<file path="src/rtl/fifo_arb_pkg.sv">
// Shared types and helpers for the FIFO write-port arbiter (fifo_wr_arb, rr_pick).
// Latency: n/a (declarations only).
// Backpressure: n/a.
package fifo_arb_pkg;

    typedef enum logic {
        IDLE = 1'b0,
        OWN  = 1'b1
    } arb_state_t;

    localparam int DEF_N_REQ  = 4;
    localparam int DEF_DATA_W = 8;
    localparam int DEF_BURST  = 4;

    // Ceiling log2, never below 1 so index fields always have at least one bit.
    function automatic int clog2(input int v);
        int r;
        r = 1;
        for (int i = 1; i < 31; i++) begin
            if ((1 << i) < v) r = i + 1;
        end
        return r;
    endfunction

endpackage

</file>
<file path="src/rtl/rr_pick.sv">
// Rotating priority encoder: first set bit of req searching from start upward, wrapping.
// Latency: purely combinational.
// Backpressure: none; any=0 when req is empty.
module rr_pick #(
    parameter int N  = 4,
    parameter int IW = 2
) (
    input  logic [N-1:0]  req,
    input  logic [IW-1:0] start,
    output logic [N-1:0]  pick,
    output logic [IW-1:0] idx,
    output logic          any
);

    logic [IW:0] pos;

    always_comb begin
        pick = '0;
        idx  = '0;
        any  = 1'b0;
        pos  = '0;
        for (int k = 0; k < N; k++) begin
            pos = {1'b0, start} + (IW+1)'(k);
            if (pos >= (IW+1)'(N)) pos = pos - (IW+1)'(N);
            if (!any && req[pos[IW-1:0]]) begin
                any                = 1'b1;
                pick[pos[IW-1:0]]  = 1'b1;
                idx                = pos[IW-1:0];
            end
        end
    end

endmodule

</file>
<file path="src/rtl/fifo_wr_arb.sv">
// Round-robin arbiter sharing one FIFO write port among N_REQ requesters; FIFO_ARB_BURST_EN adds burst ownership.
// Latency: zero-cycle grant, up to one write per cycle; state updates on the edge after a transfer.
// Backpressure: full forces gnt/wr_en low and freezes all state.
module fifo_wr_arb
    import fifo_arb_pkg::*;
#(
    parameter int N_REQ  = DEF_N_REQ,
    parameter int DATA_W = DEF_DATA_W,
    parameter int BURST  = DEF_BURST
) (
    input  logic                      clk,
    input  logic                      rst,
    input  logic [N_REQ-1:0]          req,
    input  logic [N_REQ*DATA_W-1:0]   din,
    input  logic                      full,
    output logic [N_REQ-1:0]          gnt,
    output logic                      wr_en,
    output logic [DATA_W-1:0]         wr_data,
    output logic [clog2(N_REQ)-1:0]   gnt_id,
    output logic                      busy
);

    localparam int IW = clog2(N_REQ);

    if (N_REQ < 2 || N_REQ > 16 || BURST < 1 || BURST > 255) begin : g_bad_param
        $error("fifo_wr_arb: parameter out of range");
    end

    arb_state_t       state, state_nxt;
    logic [IW-1:0]    prio;
    logic [N_REQ-1:0] rr_gnt;
    logic [IW-1:0]    rr_idx;
    logic             rr_any;
    logic [IW-1:0]    win_idx;
    logic             xfer;

`ifdef FIFO_ARB_BURST_EN
    logic [IW-1:0]    owner;
    logic [7:0]       cnt;
    logic             cnt_last;
    assign cnt_last = (cnt == 8'(BURST - 1));
`endif

    function automatic logic [IW-1:0] inc_idx(input logic [IW-1:0] i);
        return (i == IW'(N_REQ - 1)) ? '0 : i + IW'(1);
    endfunction

    rr_pick #(
        .N  (N_REQ),
        .IW (IW)
    ) u_pick (
        .req   (req),
        .start (prio),
        .pick  (rr_gnt),
        .idx   (rr_idx),
        .any   (rr_any)
    );

    // State register
    always_ff @(posedge clk) begin
        if (!rst) state <= IDLE;
        else      state <= state_nxt;
    end

    // Next-state logic
    always_comb begin
        state_nxt = state;
`ifdef FIFO_ARB_BURST_EN
        if (!full) begin
            case (state)
                IDLE:    if (xfer && BURST > 1) state_nxt = OWN;
                OWN:     if (!req[owner] || cnt_last) state_nxt = IDLE;
                default: state_nxt = IDLE;
            endcase
        end
`endif
    end

    // Output logic
    always_comb begin
        gnt     = '0;
        win_idx = rr_idx;
        busy    = 1'b0;
`ifdef FIFO_ARB_BURST_EN
        if (state == OWN) begin
            win_idx = owner;
            busy    = rst;
            if (rst && !full) gnt[owner] = req[owner];
        end else if (rst && !full && rr_any) begin
            gnt = rr_gnt;
        end
`else
        if (rst && !full && rr_any) gnt = rr_gnt;
`endif
        xfer    = |(req & gnt);
        wr_en   = xfer;
        wr_data = '0;
        for (int i = 0; i < N_REQ; i++) begin
            if (gnt[i]) wr_data = wr_data | din[i*DATA_W +: DATA_W];
        end
    end

    // Priority, winner and burst bookkeeping; xfer already implies !full.
    always_ff @(posedge clk) begin
        if (!rst) begin
            prio   <= '0;
            gnt_id <= '0;
`ifdef FIFO_ARB_BURST_EN
            owner  <= '0;
            cnt    <= '0;
`endif
        end else if (xfer) begin
            gnt_id <= win_idx;
`ifdef FIFO_ARB_BURST_EN
            if (state == IDLE) begin
                if (BURST > 1) begin
                    owner <= win_idx;
                    cnt   <= 8'd1;
                end else begin
                    prio  <= inc_idx(win_idx);
                end
            end else if (cnt_last) begin
                cnt  <= '0;
                prio <= inc_idx(owner);
            end else begin
                cnt  <= cnt + 8'd1;
            end
`else
            prio   <= inc_idx(win_idx);
`endif
        end
`ifdef FIFO_ARB_BURST_EN
        else if (!full && state == OWN) begin
            // Owner withdrew its request: release the port early.
            cnt  <= '0;
            prio <= inc_idx(owner);
        end
`endif
    end

endmodule

</file>
<file path="config.mk">
export PLATFORM = sky130hd
export DESIGN_NAME = fifo_wr_arb
export DESIGN_NICKNAME = d
export VERILOG_FILES = /design/src/rtl/fifo_arb_pkg.sv /design/src/rtl/rr_pick.sv /design/src/rtl/fifo_wr_arb.sv
export SDC_FILE = /design/constraint.sdc
export NUM_CORES = 1
export LEC_CHECK = 0
export ABC_AREA = 1
export CAP_MARGIN = 0
export CORE_MARGIN = 10
export CORE_UTILIZATION = 35
export CTS_BUF_LIST = sky130_fd_sc_hd__clkbuf_4 sky130_fd_sc_hd__clkbuf_8
export CTS_CLUSTER_SIZE = 10
export DETAILED_ROUTE_END_ITERATION = 8
export MAX_ROUTING_LAYER = met4
export PLACE_DENSITY = 0.87
export SYNTH_ARGS = -nofsm -noshare
export SYNTH_HDL_FRONTEND = slang
export SYNTH_HIERARCHICAL = 1
export SYNTH_SLANG_ARGS = --single-unit
</file>
<file path="constraint.sdc">
create_clock -name clk -period 2.1 [get_ports clk]
set_input_delay 0.315 -clock clk [delete_from_list [all_inputs] [get_ports clk]]
set_output_delay 0.315 -clock clk [all_outputs]
set_load 0.1 [all_outputs]
</file>
# After elaboration in Yosys (flattened, before gate mapping)
# Cells that the tools add are included.
[totals]
reg_bits = 4
inputBits = 39
output_inout_bits = 16
word_cells = 82
[op_classes]
n_addsub = 8
n_lt_le_gt_ge = 12
n_eq_ne = 1
n_mux = 38
n_bitwise = 7
n_reduce_logical = 14
[ops]
columns = ["operator", "count"]
rows = [
  ["$mux 8", 4],
  ["$or 8x8->8", 3],
  ["$mux 4", 5],
  ["$mux 2", 9],
  ["$lt 2x3->1 const B", 4],
  ["$mux 1", 12],
  ["$or 4x4->4", 3],
  ["$ge 3x3->1 const B", 3],
  ["$logic_and 1x1->1", 9],
  ["$bmux 1 s2", 4],
  ["$demux 1 s2", 4],
  ["$ge 2x1->1 const B", 4],
  ["$sub 2x1->2 const B", 4],
  ["$add 2x2->3 const B", 2],
  ["$and 4x4->4", 1],
  ["$logic_not 1->1", 4],
  ["$reduce_or 4->1", 1],
  ["$add 2x1->3 const B", 1],
  ["$ge 2x3->1 const B", 1],
  ["$add 2x1->2 const B", 1],
  ["$eq 2x2->1 const B", 1],
]

# Logic depth before layout (Yosys ltp)
# Gate-level depths: netlist (run 1).
[depth]
ltp_word = 23
depth_mapped = 16
mapped_depth_nobuf = 15

# Modules after synthesis
# The synthesis (run 1) kept the hierarchy.
[by_module_without_submodules]
columns = ["mod", "n_inst", "cells_each", "area_each_um2", "seq_area_each_um2"]
rows = [
  ["fifo_wr_arb", 1, 87, 456.7, 80.1],
  ["rr_pick", 1, 74, 440.4, 0.0],
]

# Worst setup path after synthesis (run 1)
# No wires, ideal clock.
[synth_path]
path_type = "register to output"
startpoint = "reg prio[0]"
endpoint = "out wr_data[0]"
arrival_ns = 3.566
required_ns = 1.785
slack_ns = -1.781
stages_incl_launch_ff = 15
n_path_buf = 1
cell_sequence = "dfxtp_1 -> inv_2 -> ha_1 -> inv_1 -> nand2_1 -> nand2_2 -> nor2_4 -> buf_6 -> nand4_1 -> nand2_2 -> nor2_4 -> nand2_1 -> clkinv_1 -> nand2_1 -> nand4_1"
[synth_between]
elab_cells_between_ends = 69
cone_classes = "add/sub: 7; order compare: 12; mux: 33; bitwise: 6; reduce/logical: 11"
[synth_lines]
columns = ["element", "line_no", "rtl"]
rows = [
  ["start, declared", "fifo_wr_arb.sv:30", "logic [IW-1:0] prio;"],
  ["start signal, assigned", "fifo_wr_arb.sv:129", "prio <= inc_idx(win_idx);"],
  ["branches (longest 13 deep; another with $add 2x1->3)", "-", ""],
  ["$mux 1 (*)", "rr_pick.sv:25", "if (!any && req[pos[IW-1:0]]) begin"],
  ["net rr_any", "fifo_wr_arb.sv:33", "logic rr_any;"],
  ["$logic_and 1x1->1 (*)", "fifo_wr_arb.sv:93", "if (rst && !full && rr_any) gnt = rr_gnt;"],
  ["$mux 4 (*)", "fifo_wr_arb.sv:93", ""],
  ["net gnt[1]", "fifo_wr_arb.sv:16", "output logic [N_REQ-1:0] gnt,"],
  ["$mux 8 (*)", "fifo_wr_arb.sv:99", "if (gnt[i]) wr_data = wr_data | din[i*DATA_W +: DATA_W];"],
  ["$or 8x8->8", "fifo_wr_arb.sv:99", ""],
  ["$mux 8 (*)", "fifo_wr_arb.sv:99", ""],
  ["$or 8x8->8", "fifo_wr_arb.sv:99", ""],
  ["$mux 8 (*)", "fifo_wr_arb.sv:99", ""],
  ["end, declared", "fifo_wr_arb.sv:18", "output logic [DATA_W-1:0] wr_data,"],
]
# Mark *: on every way through the listed nets, which the timed path passes. The select of a mux whose other input is x is not followed.

# Worst setup path after layout (run 1)
[layout_path]
startpoint = "reg prio[1]"
endpoint = "out wr_data[3]"
[layout_between]
elab_chain_len = 23
elab_cells_between_ends = 69
cone_classes = "add/sub: 7; order compare: 12; mux: 33; bitwise: 6; reduce/logical: 11"
[layout_rtl]
columns = ["element", "line_no"]
rows = [
  ["branches (longest 13 deep; another with $add 2x1->3)", "-"],
  ["$mux 1 (*)", "rr_pick.sv:25"],
  ["net rr_any", "fifo_wr_arb.sv:33"],
  ["$logic_and 1x1->1 (*)", "fifo_wr_arb.sv:93"],
  ["$mux 4 (*)", "fifo_wr_arb.sv:93"],
  ["$mux 8", "fifo_wr_arb.sv:99"],
  ["$or 8x8->8", "fifo_wr_arb.sv:99"],
  ["$mux 8", "fifo_wr_arb.sv:99"],
  ["$or 8x8->8", "fifo_wr_arb.sv:99"],
  ["$mux 8", "fifo_wr_arb.sv:99"],
  ["$or 8x8->8", "fifo_wr_arb.sv:99"],
  ["$mux 8 (*)", "fifo_wr_arb.sv:99"],
]
# Marked as above.

==> impl_results.md, run 1 <==
- Synthesized cell area: 897.1 µm²
- Clock period minus worst slack: roughly 2.8 ns
- Top Metal Used: met4
- Switching Fraction: 0.5981
- Iter 0 DRT Violations: 159
- Max IR drop VDD: between 0.0015 and 0.002 V
- Maxcap violations: 0
- Most frequent cells in the layout: nand2_1 (52), clkdlybuf4s50_1 (34), buf_4 (27)
- Vias/cell: 6.004
- Crit Path Max Fanout: 6
- Synthesized instance count: roughly 160
- Port bufs: 53
- RD Place Congestion: 0.8826
- WL met1: between 2000 and 2500 µm
- Period Utilization, post-route: 1.324
- Synthesized flop and latch total: 4
- Global route overflow: 0
- CTS tree: yes
- Clock Path Buffers: 2
- Drt first pass iters: 5
- Max-slew violation count: 0
- Clk pwr share: 0.034
- Commonest non-fill, non-tap cell in the layout: nand2_1
- First-pass GRT wire length: 8024 µm
- Die width: approximately 70 µm
- Crit path DAT: around 2.5 ns
- Syn_nets: 206
- Post-synth cell types: 20
- Min-Delay Path Class: register to register
- Total number of vias: around 1,700
- Clk Tree Root Cell: clkbuf_4
- Setup TNS: -9.084 ns
- Sw Pwr: roughly 2400 µW
- Final #Nets: about 300
- Failing checks: setup timing
- Die height: about 71 µm
- Largest net degree at the start of global routing: 10
- Clock Sinks: 4
- Sequential share of power: 0.040
- Final hold vios: 0
- Syn_area_per_cell: approximately 5.6 µm²
- DR WL/cell: 21.36 µm
- Setup Viol. Count Final: 17
- Worst setup EP type: output port
- Min setup slack post-route: -0.6796 ns
- Finished Core Util: 0.8333
- # rows: 18
- Yosys warns: 6
- Total GRT Usage: 0.1974
- Vias in the first global route: around 1,500
- Final cell count without fillers: ~280
- Die area: ~5000 µm²
- Overall power: 4010 µW
- Max Fclk: 359.8 MHz
- Share of post-route cells with drive strength above 1: 0.3715
- H-tree Lvls: 1
- Clk pin slew, worst setup/hold paths: 0.06 ns
- Clock Skew: about 0.02 ns
- Drt drc: 0
- Antenna Violating Nets Remaining: 0
- Internal Power: around 1600 µW
- Post-DP HPWL: about 3400 µm
- CP Launch Type: register
- Register area share after synthesis: 0.08926
- Starting density of the core: 0.3654
- Initial antenna violation count: 0
- Num ports: 55
- Diode count: 0
- CTS Buf Count: 3
- Outcome: complete, but fails checks
- CP required: approximately 1.8 ns
- Setup Crit Path Kind: register to output port
- Pre-CTS setup slack: -0.6149 ns
- RSZ-0062 raised after global routing: true
- Placed Cells: 271
- Worst-Skew Late Latency: about 0.26 ns
- Core footprint: between 2000 and 2500 µm²
- Met2 WL: approximately 3000 µm
- Comb pwr share: 0.927
- Leakage: about 0.00094 µW
- Final wirelength: 6044 µm
- Syn-to-layout area delta: 128.0%
- Pwr dens: roughly 2000 nW/µm²
- Met3 routed WL: between 600 and 700 µm
metal layers:
layer	vias up	global-route usage
li1	717	-
met1	757	0.2077
met2	168	0.3533
met3	57	0.04184
met4	0	0.07312
met5	-	-
cell type report:
| class | count | area (µm²) |
|---|---|---|
| repair buffers | 87 | 948.4 |
| multi-input cells | 138 | 835.8 |
| flip-flops and latches | 4 | 87.58 |
| clock buffers | 4 | 30.03 |
| well taps | 30 | 37.54 |
| inverters | 19 | 97.59 |
| repair inverters | 1 | 8.758 |
| fillers | 125 | 409.1 |
Yosys cell counts (all sizes together):
| cell type | count | share of area |
|---|---|---|
| inv | 17 | 0.071 |
| conb | 1 | 0.0042 |
| nor2 | 15 | 0.099 |
| clkinv | 2 | 0.0084 |
| nand2 | 68 | 0.32 |
| a21boi | 4 | 0.033 |
| ha | 6 | 0.084 |
| buf | 2 | 0.021 |
| dfxtp | 4 | 0.089 |
| nand4 | 15 | 0.10 |
| nand3 | 20 | 0.13 |
| a21oi | 7 | 0.039 |
state kept, by name, indices dropped and copies added, names as in the netlist:
| register | count |
|---|---|
| gnt_id | 2 |
| prio | 2 |
worst max-delay path: stages, from the launching register on:
cell,delay (ns)
dfxtp_4,0.37
inv_4,0.04
ha_4,0.25
inv_2,0.10
buf_4,0.13
nand2_1,0.08
nand4_1,0.13
nand2_2,0.09
nor2_4,0.25
clkinv_4,0.15
nor2_4,0.16
nand2_1,0.10
nand4_1,0.15
buf_12,0.19
through the flow:
stage	instance area, µm²	hold WS (ns)
finish	2046	0.5371
CTS	1948	0.5297
global route	2046	0.5714
global placement	1836	0.5005
floorplan	943.4	0.4257
detailed placement	1836	0.5182
worst paths after layout:
path	start	slack, ns	to	depth (start not counted)
worst max register to register	prio[1]$_SDFFE_PN0P_	-0.32	prio[0]$_SDFFE_PN0P_	16
worst min register to register	gnt_id[0]$_SDFFE_PN0P_	0.54	gnt_id[0]$_SDFFE_PN0P_	4
worst min-delay path	gnt_id[0]$_SDFFE_PN0P_	0.54	gnt_id[0]$_SDFFE_PN0P_	4
worst max-delay path	prio[1]$_SDFFE_PN0P_	-0.68	wr_data[3]	13
power groups by stage:
stage	Clock [µW]	Sequential, µW	Combinational [µW]
detailed placement	0	149	3160
floorplan	0	290	1780
CTS	128	150	3320
global route	141	158	3840
finish	136	159	3720
global placement	0	148	3110
cell families after synthesis:
group,after synthesis,synth area share
AND/OR/NAND/NOR,118,0.6499
buffers and inverters,21,0.1004
AO/OA/AOI/OAI,11,0.07252
adder cells (fa/ha/maj),6,0.08368
flip-flops,4,0.08926
other,1,0.004180
what timing repair did:
item,4_1_cts,5_1_grt
gates cloned,2,1
endpoints found under the setup margin,17,17
pin swaps,14,21
gates resized for setup,22,13
buffers inserted,2,5
hold buffers,0,0
(Power assumes the default switching activity.)
==> inputs of run 2 (changes only) <==
--- a/config.mk
+++ b/config.mk
@@ -13,8 +13,7 @@
 export CTS_CLUSTER_SIZE = 10
 export DETAILED_ROUTE_END_ITERATION = 8
 export MAX_ROUTING_LAYER = met4
-export PLACE_DENSITY = 0.87
+export PLACE_DENSITY = 0.86
 export SYNTH_ARGS = -nofsm -noshare
 export SYNTH_HDL_FRONTEND = slang
-export SYNTH_HIERARCHICAL = 1
 export SYNTH_SLANG_ARGS = --single-unit
==> run 2 against run 1 <==
  * The run still ends with setup timing left
  * Critical path depth grew 1
  * Largest cell class is now multi-input gates
  * Area after synthesis grew 2.2%
  * Largest power group unchanged
  * Via count shrank 11%
  * Clock power shrank 32%
  * Register-to-register slack gained 0.21 ns
  * Worst hold slack lost 0.070 ns
  * Synthesized cell count shrank 1.2%
  * Cell area grew 5.4%
  * Total power shrank 18%
  * Sequential power shrank 20%
  * Non-clock buffer count shrank 4
  * Highest routed layer unchanged
  * Fmax grew 6.9%
==> impl_results.md, run 2 <==
- Outcome: complete, but fails checks (unchanged)
- Failing checks: setup timing (unchanged)
- Pwr dens: 1523 nW/µm² (was 1960 nW/µm²)
- RSZ-0062 raised after global routing: true (unchanged)
- Clk pin slew, worst setup/hold paths: 0.03 ns (was 0.06 ns)
- Post-synth top area cell: nand2_1 (unchanged)
- Simple-gate share of the synthesized area: 0.6207 (was 0.6499)
- Core footprint: 2500 µm² (was 2455 µm²)
- Maxcap violations: 0 (unchanged)
- Commonest non-fill, non-tap cell in the layout: nand2_1 (unchanged)
- Total GRT Usage: 0.1816 (was 0.1974)
- Mux contribution to synthesized area: 0 (unchanged)
- Largest net degree at the start of global routing: 10 (unchanged)
- Synth area leaders: nand2_1 (27%), ha_1 (9.5%), nand4_1 (8.9%), dfxtp_1 (8.7%), nand3_1 (8.2%) (was nand2_1 (25%), nand4_1 (10%), nand3_1 (10%), dfxtp_1 (8.9%), ha_1 (8.4%))
- Clock period minus worst slack: 2.600 ns (was 2.780 ns)
- # fillers: 135 (was 125)
- Setup TNS: -5.389 ns (was -9.084 ns)
- DR WL/cell: 19.91 µm (was 21.36 µm)
- Crit path DAT: 2.29 ns (was 2.46 ns)
- Antenna Violating Nets Remaining: 0 (unchanged)
- Most frequent cells in the layout: nand2_1 (49), clkdlybuf4s50_1 (34), buf_4 (28) (was nand2_1 (52), clkdlybuf4s50_1 (34), buf_4 (27))
- WL met1: 2040 µm (was 2078 µm)
- Leakage: 0.0009743 µW (was 0.0009435 µW)
- Synthesized instance count: 159 (was 161)
- Synth top area share: 0.2660 (was 0.2469)
- Syn_area_per_cell: 5.768 µm² (was 5.572 µm²)
- Slowest CP cell: dfxtp_4 (unchanged)
- Worst-Skew Late Latency: 0.23 ns (was 0.26 ns)
- Setup Crit Path Kind: register to output port (unchanged)
- Min-Delay Path Class: register to register (unchanged)
- Synthesized flop and latch total: 4 (unchanged)
- Final hold vios: 0 (unchanged)
- Total area of sequential cells: 85.08 µm² (was 87.58 µm²)
- Final #Nets: 293 (was 299)
- Crit Path Max Fanout: 9 (was 6)
- Setup Viol. Count Final: 17 (unchanged)
- H-tree Lvls: 1 (unchanged)
- Number of flops mapped to enable cells by yosys: 0 (unchanged)
- Worst setup EP type: output port (unchanged)
- Top-count cell post-synth: nand2_1 (unchanged)
- Post-synthesis adder-cell area fraction: 0.09550 (was 0.08368)
- CTS Hold Bufs: 0 (unchanged)
- Yosys warns: 0 (was 6)
- Starting density of the core: 0.3669 (was 0.3654)
- CP required: 1.78 ns (about the same)
- CP cell instances: buf_6 -> nand2_1 -> nand2_1 -> nand2_2 -> nand2_4 -> nor2_8 -> nand3b_4 -> nand2_4 -> inv_8 -> nand2_4 -> clkinv_8 -> nand2_2 -> nand4_1 -> buf_12 (was inv_4 -> ha_4 -> inv_2 -> buf_4 -> nand2_1 -> nand4_1 -> nand2_2 -> nor2_4 -> clkinv_4 -> nor2_4 -> nand2_1 -> nand4_1 -> buf_12)
- Iter 0 DRT Violations: 121 (was 159)
- Post-DP HPWL: 3435 µm (was 3382 µm)
- Die width: 71.19 µm (was 70.63 µm)
- Top Metal Used: met4 (unchanged)
- Main synth FF type: dfxtp_1 (unchanged)
- Syn-to-layout area delta: 135.1% (was 128.0%)
- Hold_ws: 0.4674 ns (was 0.5371 ns)
- Total number of vias: 1,513 (was 1,699)
- Period Utilization, post-route: 1.238 (was 1.324)
- Post-synthesis compound-gate area fraction: 0.1050 (was 0.07252)
- CTS Buf Count: 3 (unchanged)
- CP Launch Type: register (unchanged)
- Finished Core Util: 0.8624 (was 0.8333)
- Port bufs: 53 (unchanged)
- Crit-path max cell delay: 0.36 ns (was 0.37 ns)
- First-pass GRT wire length: 7452 µm (was 8024 µm)
- Share of post-route cells with drive strength above 1: 0.4367 (was 0.3715)
- Met2 WL: 2965 µm (was 2976 µm)
- Syn_nets: 205 (was 206)
- Die height: 71.19 µm (was 70.63 µm)
- Vias in the first global route: 1,419 (was 1,534)
- Max Fclk: 384.5 MHz (was 359.8 MHz)
- CP dominant cell by count: nand2_4
- Clock Path Buffers: 2 (unchanged)
- Clk Tree Root Cell: clkbuf_4 (unchanged)
- Clock Sinks: 4 (unchanged)
- Initial antenna violation count: 1 (was 0)
- Register area share after synthesis: 0.08731 (was 0.08926)
- Synthesized cell area: 917.1 µm² (was 897.1 µm²)
- Main combinational cell family by area after synthesis: simple AND/OR/NAND/NOR gates (unchanged)
- # rows: 18 (unchanged)
- Post-synth cell types: 27 (was 20)
- Vias/cell: 5.482 (was 6.004)
- Max-slew violation count: 0 (unchanged)
- Met3 routed WL: 298 µm (was 612 µm)
- CTS tree: yes (unchanged)
- Xor and xnor area share after synthesis: 0 (unchanged)
- Clock Skew: 0.001276 ns (was 0.02024 ns)
- Min setup slack post-route: -0.5005 ns (was -0.6796 ns)
- Num ports: 55 (unchanged)
- Async set-reset flop share out of synthesis: 0 (unchanged)
- Synth cell count leaders: nand2_1 (65), nand3_1 (15), nand4_1 (13) (was nand2_1 (59), nand3_1 (18), inv_1 (15), nand4_1 (15), nor2_1 (10))
- RD Place Congestion: 0.8804 (was 0.8826)
- Final wirelength: 5495 µm (was 6044 µm)
- Drt drc: 0 (unchanged)
- Die area: 5068 µm² (was 4988 µm²)
- Pre-CTS setup slack: -0.4546 ns (was -0.6149 ns)
- Max IR drop VDD: 0.001516 V (was 0.001961 V)
- Drt first pass iters: 5 (unchanged)
- Multi-input logic area: 977.2 µm² (was 835.8 µm²)
- Global route overflow: 0 (unchanged)
run 2: area by class of cell:
type | count | share of cell area
Multi-Input combinational cell | 139 | 0.4533
Timing Repair Buffer | 83 | 0.4132
Inverter | 15 | 0.06094
Sequential cell | 4 | 0.03947
Tap cell | 30 | 0.01741
Clock buffer | 3 | 0.01045
Timing Repair inverter | 1 | 0.004063
Antenna cell | 1 | 0.001161
run 2: final timing paths:
path / startpoint / to / slack (ns) / depth (start not counted)
max reg2reg: register / prio[1]$_SDFFE_PN0P_ / -0.11 / 15
min: gnt_id[1]$_SDFFE_PN0P_ / gnt_id[1]$_SDFFE_PN0P_ / 0.47 / 2
max: register / wr_data[0] / -0.50 / 14
min reg2reg: gnt_id[1]$_SDFFE_PN0P_ / gnt_id[1]$_SDFFE_PN0P_ / 0.47 / 2
run 2: cells by family (layout without fill, tap and decap cells):
group,after synthesis,after routing
other,1,2
AOI/OAI and AO/OA,16,16
adders and majority gates,7,7
DFF,4,4
buffers and inverters,17,102
and+or+nand+nor,114,115
run 2: worst max-delay path: cells and delay by family, from the launching register on:
kind                   cells  cell delay, ns
buffers and inverters      4            0.50
flip-flops                 1            0.36
AND/OR/NAND/NOR           10            1.16
run 2: where the power goes:
group,total (µW),switching (µW),internal (µW)
sequential,127,23.3,104
combinational,3060,1930,1130
clock,92.6,29.0,63.7
run 2: timing repair:
item / in CTS / in global routing
endpoints found under the setup margin: 16 / 17
resized for setup: 27 / 18
gates cloned: 2 / 0
pin swaps: 15 / 11
setup buffers: 2 / 0
run 2: metal layers:
metal,global-route usage,vias up
met5,-,-
met4,0.06452,0
met3,0.02371,24
met2,0.3382,82
met1,0.1878,706
li1,-,701
run 2: per-stage QoR:
stage	instance area, µm²	cells	total power (µW)
global route	2156	276	3419
CTS	2082	275	3028
finish	2156	276	3284
floorplan	1050	159	1784
detailed placement	1934	268	2704
global placement	1934	268	2669
==> inputs of run 3 (changes only) <==
--- a/config.mk
+++ b/config.mk
@@ -12,6 +12,7 @@
 export CTS_BUF_LIST = sky130_fd_sc_hd__clkbuf_4 sky130_fd_sc_hd__clkbuf_8
 export CTS_CLUSTER_SIZE = 10
 export DETAILED_ROUTE_END_ITERATION = 8
+export HOLD_SLACK_MARGIN = 0.02
 export MAX_ROUTING_LAYER = met4
 export PLACE_DENSITY = 0.86
 export SYNTH_ARGS = -nofsm -noshare
==> results of run 3 <==
Same layout as run 2: the final DEF is identical, and so are final timing and power.
